<file path="config.mk">
export PLATFORM = sky130hd
export DESIGN_NAME = aes_8_bit_ct_collector
export DESIGN_NICKNAME = d
export VERILOG_FILES = /design/src/rtl/aes_8_bit_ct_collector.sv
export SDC_FILE = /design/constraint.sdc
export NUM_CORES = 1
export LEC_CHECK = 0
export ABC_AREA = 0
export BUFFER_PORTS_ARGS = -buffer_cell sky130_fd_sc_hd__buf_4
export CORE_MARGIN = 2
export CORE_UTILIZATION = 33
export DETAILED_ROUTE_END_ITERATION = 6
export PLACE_DENSITY_LB_ADDON = 0.08
export SETUP_SLACK_MARGIN = 0.1
export SYNTH_ARGS = -nofsm -noshare
export SYNTH_HDL_FRONTEND = slang
export SYNTH_SLANG_ARGS = --single-unit
export TNS_END_PERCENT = 20
</file>
<file path="constraint.sdc">
create_clock -name clk -period 2.45 [get_ports clk]
set_clock_uncertainty 0.05 [all_clocks]
set_input_delay 0.1225 -clock clk [delete_from_list [all_inputs] [get_ports clk]]
set_output_delay 0.1225 -clock clk [all_outputs]
set_load 0.03 [all_outputs]
</file>
<file path="src/rtl/aes_8_bit_ct_collector.sv">
// Receive-side collector for the aes_8_bit byte-serial ciphertext stream.
// Reassembles NBYTES bytes MSB-first into one block and offers it to the host
// through a single holding buffer with a valid/ready handshake. It also flags
// dropped blocks (ovf) and partial blocks that timed out (frag_err).
module aes_8_bit_ct_collector #(
    parameter  int NBYTES  = 16,
    parameter  int TIMEOUT = 64,
    parameter  int TO_W    = 7,
    localparam int BW      = 8 * NBYTES,
    localparam int CNT_W   = $clog2(NBYTES)
) (
    input  logic             clk,
    input  logic             rst,
    input  logic [7:0]       d_in,
    input  logic             d_vld,
    input  logic [BW-1:0]    exp_ct,
    input  logic             clr,
    output logic [BW-1:0]    blk_data,
    output logic             blk_vld,
    input  logic             blk_rdy,
    output logic             blk_match,
    output logic [CNT_W-1:0] byte_cnt,
    output logic             ovf,
    output logic             frag_err
);

    typedef enum logic {IDLE, COLLECT} state_t;

    state_t           state_q, state_d;
    logic [BW-9:0]    shift_q, shift_d;
    logic [CNT_W-1:0] byte_cnt_q, byte_cnt_d;
    logic [TO_W-1:0]  to_cnt_q, to_cnt_d;
    logic [BW-1:0]    blk_data_q, blk_data_d;
    logic             blk_vld_q, blk_vld_d;
    logic             blk_match_q, blk_match_d;
    logic             ovf_q, ovf_d;
    logic             frag_q, frag_d;

    logic [BW-1:0]    full_blk;
    logic             last_byte;
    logic             complete;
    logic             timeout;

    // The block as it stands once the incoming byte is shifted in.
    assign full_blk  = {shift_q, d_in};
    assign last_byte = (byte_cnt_q == CNT_W'(NBYTES - 1));

    // Next-state logic: assembly, FSM and timeout, holding buffer, sticky flags.
    always_comb begin
        state_d     = state_q;
        shift_d     = shift_q;
        byte_cnt_d  = byte_cnt_q;
        to_cnt_d    = to_cnt_q;
        blk_data_d  = blk_data_q;
        blk_vld_d   = blk_vld_q;
        blk_match_d = blk_match_q;
        // A set event later in this block overrides the clear.
        ovf_d       = ovf_q & ~clr;
        frag_d      = frag_q & ~clr;
        complete    = 1'b0;
        timeout     = 1'b0;

        case (state_q)
            IDLE: begin
                to_cnt_d = '0;
                if (d_vld) state_d = COLLECT;
            end
            COLLECT: begin
                if (d_vld) begin
                    // A byte arriving on the final idle cycle beats the timeout.
                    to_cnt_d = '0;
                    if (last_byte) state_d = IDLE;
                end else if (to_cnt_q == TO_W'(TIMEOUT - 1)) begin
                    timeout = 1'b1;
                end else begin
                    to_cnt_d = to_cnt_q + TO_W'(1);
                end
            end
            default: state_d = IDLE;
        endcase

        if (d_vld) begin
            shift_d = full_blk[BW-9:0];
            if (last_byte) begin
                complete   = 1'b1;
                byte_cnt_d = '0;
            end else begin
                byte_cnt_d = byte_cnt_q + CNT_W'(1);
            end
        end

        if (timeout) begin
            state_d    = IDLE;
            shift_d    = '0;
            byte_cnt_d = '0;
            to_cnt_d   = '0;
            frag_d     = 1'b1;
        end

        // The holding buffer frees on acceptance. A completion in the same
        // cycle refills it, so back-to-back blocks never stall.
        if (blk_vld_q && blk_rdy) blk_vld_d = 1'b0;
        if (complete) begin
            if (!blk_vld_q || blk_rdy) begin
                blk_data_d  = full_blk;
                blk_match_d = (full_blk == exp_ct);
                blk_vld_d   = 1'b1;
            end else begin
                ovf_d = 1'b1;
            end
        end
    end

    // State registers with asynchronous active-low reset.
    always_ff @(posedge clk or negedge rst) begin
        if (!rst) begin
            state_q     <= IDLE;
            shift_q     <= '0;
            byte_cnt_q  <= '0;
            to_cnt_q    <= '0;
            blk_data_q  <= '0;
            blk_vld_q   <= 1'b0;
            blk_match_q <= 1'b0;
            ovf_q       <= 1'b0;
            frag_q      <= 1'b0;
        end else begin
            state_q     <= state_d;
            shift_q     <= shift_d;
            byte_cnt_q  <= byte_cnt_d;
            to_cnt_q    <= to_cnt_d;
            blk_data_q  <= blk_data_d;
            blk_vld_q   <= blk_vld_d;
            blk_match_q <= blk_match_d;
            ovf_q       <= ovf_d;
            frag_q      <= frag_d;
        end
    end

    assign blk_data  = blk_data_q;
    assign blk_vld   = blk_vld_q;
    assign blk_match = blk_match_q;
    assign byte_cnt  = byte_cnt_q;
    assign ovf       = ovf_q;
    assign frag_err  = frag_q;

endmodule

</file>
==> reports/qor.txt <==
Initial Util - 33.42%
syn nets - 1170
commonest non-fill, non-tap cell in the layout - buf_4
FF+latch count, synth - 264
Final Util - 44.90%
r2r worst-path depth - 7
Worst VDD drop - 536.1 uV
H-tree levels - 1
met1 GRT Util - 30.96%
Die H - 190.6 um
share of the synthesized area in the top cell type - 57.50%
vias in the first global route - 8550
DRC viols - 0
mapped cell area - 0.01149 sq mm
f_max - 445.0 MHz
GRT Util Overall - 21.79%
Sequential Power Share - 41.2%
Hold Crit Class - input port to flip-flop
Final Max Tran Viols - 0
max-cap violations - 0
Detailed Route WL - 39870 um
status - finished clean
grt met2 use - 33.73%
Slew HR - 47.15%
Core Area - 0.03437 sq mm
Crit Path Class - flip-flop to flip-flop
Area growth, synth to finish - 34.34%
crit-path max FO - 4
Combinational Power Share - 26.4%
Lkg Pwr - 0.007823 uW
GRT Max-Usage Layer - met2
remaining global-route overflow - 0
final setup margin - 0.2026 ns
I/O Pins - 277
cells after synthesis - 1027
Clock Pin Slew Worst Setup and Hold Paths - 0.07 ns
Layout fillers - 3357
most frequent cells in the layout - buf_4 (297), dfrtp_1 (263), nand2_1 (240), mux2_2 (128), o21ai_0 (116)
switching pwr - 4853 uW
PD cells - 932.3 mW/mm^2
Final setup viols - 0
layout cells sized above 1 - 36.82%
internal power - 9535 uW
clk_lat worst skew - 0.55 ns
Avg Synthesized Cell Area - 11.19 sq um
Distinct cells, synth - 32
net switching fraction of the power - 33.73%
PortBufs - 276
number of DRC markers in iteration 0 - 497
setup TNS - 0 ns
Worst Tran Pin Value - 0.7928 ns
Sink Count - 264
share of the clock period used by the worst path - 91.73%
Hold Path Stages - 4
Final ANT Viol Nets - 0
Final #Nets - 1467
# rows - 68
routing usage on met3 - 4.417%
Longest Clk Path Bufs - 3
first-pass GRT wire length - 57590 um
Clock Power Share - 32.4%
Critical Path AT - 2.69 ns
Final Hold Viols - 0
DR vias - 8642
n_diodes - 0
post-CTS setup buffers - 0
ranking of synthesized cells by area - dfrtp_1 (58%), mux2_2 (13%), xor2_1 (7.9%)
CTS buffer count - 30
post-DP HPWL - 29230 um
Worst setup EP type - flip-flop
Seq/Total Area, Yosys - 57.50%
CP required - 2.90 ns
WL/cell - 22.12 um
Root Buffer - clkbuf_16
RSZ-0062 raised after global routing - false
largest net degree at the start of global routing - 87
full die area - 0.03632 sq mm
startpoint class of the critical path - flip-flop
initial antenna violation count - 0
top cell type by total area after synthesis - dfrtp_1
Die X - 190.6 um
Tmin final - 2.247 ns
TritonCTS clock tree - built
post-DR vias/cell - 4.796
DR pass1 iterations - 5
Ys Warns - 0
Place WS - 0.1810 ns
GPL Wtd Cong - 0.8235
[worst max-delay path, stage by stage (launching register included)]
cell	delay (ns)
dfrtp_1	0.41
xor2_1	0.23
nor4_1	0.49
buf_4	0.22
nand4_1	0.14
buf_4	0.18
nor4_2	0.28
a32o_1	0.19
[what timing repair did]
item | 4_1_cts | 5_1_grt
hold endpoints to repair | 108 | 0
hold buffers | 12 | 0
gates resized for setup | 0 | 4
setup endpoints to repair | 0 | 1
[cells in the mapped netlist, drive strengths merged]
cell type,number
dfrtp,264
nand2,240
mux2,128
o21ai,120
xor2,103
clkbuf,35
nor4,28
xnor2,26
buf,19
nand4,12
nor2,12
inv,8
mux2i,5
and3,4
nand3,4
o31ai,3
ha,2
nand2b,2
o22ai,2
a21o,1
a21oi,1
a221oi,1
a2bb2oi,1
a32o,1
nor2b,1
nor3,1
o211ai,1
or3,1
or4,1
[layer usage]
| layer | routed length [um] | vias up |
|---|---|---|
| li1 | - | 4061 |
| met1 | 17720 | 4257 |
| met2 | 18240 | 268 |
| met3 | 2854 | 56 |
| met4 | 1051 | 0 |
| met5 | 0 | - |
[sequential cells by signal, indices dropped and copies added (netlist names)]
| name | flops |
|---|---|
| blk_match | 1 |
| frag_err | 1 |
| ovf | 1 |
| shift_q | 120 |
| blk_vld | 1 |
| state_q | 1 |
| blk_data | 128 |
| to_cnt_q | 7 |
| byte_cnt | 4 |
[cell type report]
class | count | area, sq um | share of cell area, %
Multi-Input combinational cell | 701 | 4658 | 30.18
Clock buffer | 44 | 924.6 | 5.991
Clock inverter | 11 | 107.6 | 0.6972
Tap cell | 455 | 569.3 | 3.689
Timing Repair Buffer | 319 | 2536 | 16.43
Sequential cell | 264 | 6608 | 42.81
Inverter | 8 | 30.03 | 0.1946
[stage by stage]
step                total power [uW]  cell area (sq um)  cells  hold WS [ns]
CTS                            14560              15420   1802       0.05738
floorplan                       7863              11490   1027       -0.2231
global route                   15060              15430   1802       0.09004
finish                         14390              15430   1802       0.07508
detailed placement              9829              14270   1735        0.1511
global placement                9793              14270   1735        0.1560
[path summary, 6_finish.rpt]
path / slack (ns) / from / endpoint
max in group asynchronous: 1.46 / rst / blk_data[45]
worst max register to register: 0.20 / shift_q[45] / blk_match
worst min register to register: 0.42 / to_cnt_q[0] / to_cnt_q[0]
worst min-delay path: 0.08 / exp_ct[21] / blk_match
worst max-delay path: 0.20 / shift_q[45] / blk_match
min in group asynchronous: 0.10 / rst / blk_data[112]
[kinds of logic after synthesis]
| family | count (synthesis) | share of synthesized area, % |
|---|---|---|
| adders and majority gates | 2 | 0.2178 |
| buffers and inverters | 62 | 2.222 |
| AOI/OAI and AO/OA | 131 | 5.946 |
| and+or+nand+nor | 306 | 11.29 |
| muxes | 133 | 12.98 |
| xor gates and xnor gates | 129 | 9.835 |
| DFF | 264 | 57.50 |
[power groups by stage]
stage	logic, uW	clock network [uW]	registers [uW]
detailed placement	3820	0	6010
finish	3800	4660	5920
global placement	3800	0	5990
CTS	3850	4770	5940
floorplan	1110	0	6750
global route	4070	4950	6050
Note: power is estimated with default switching activity, not from simulation.
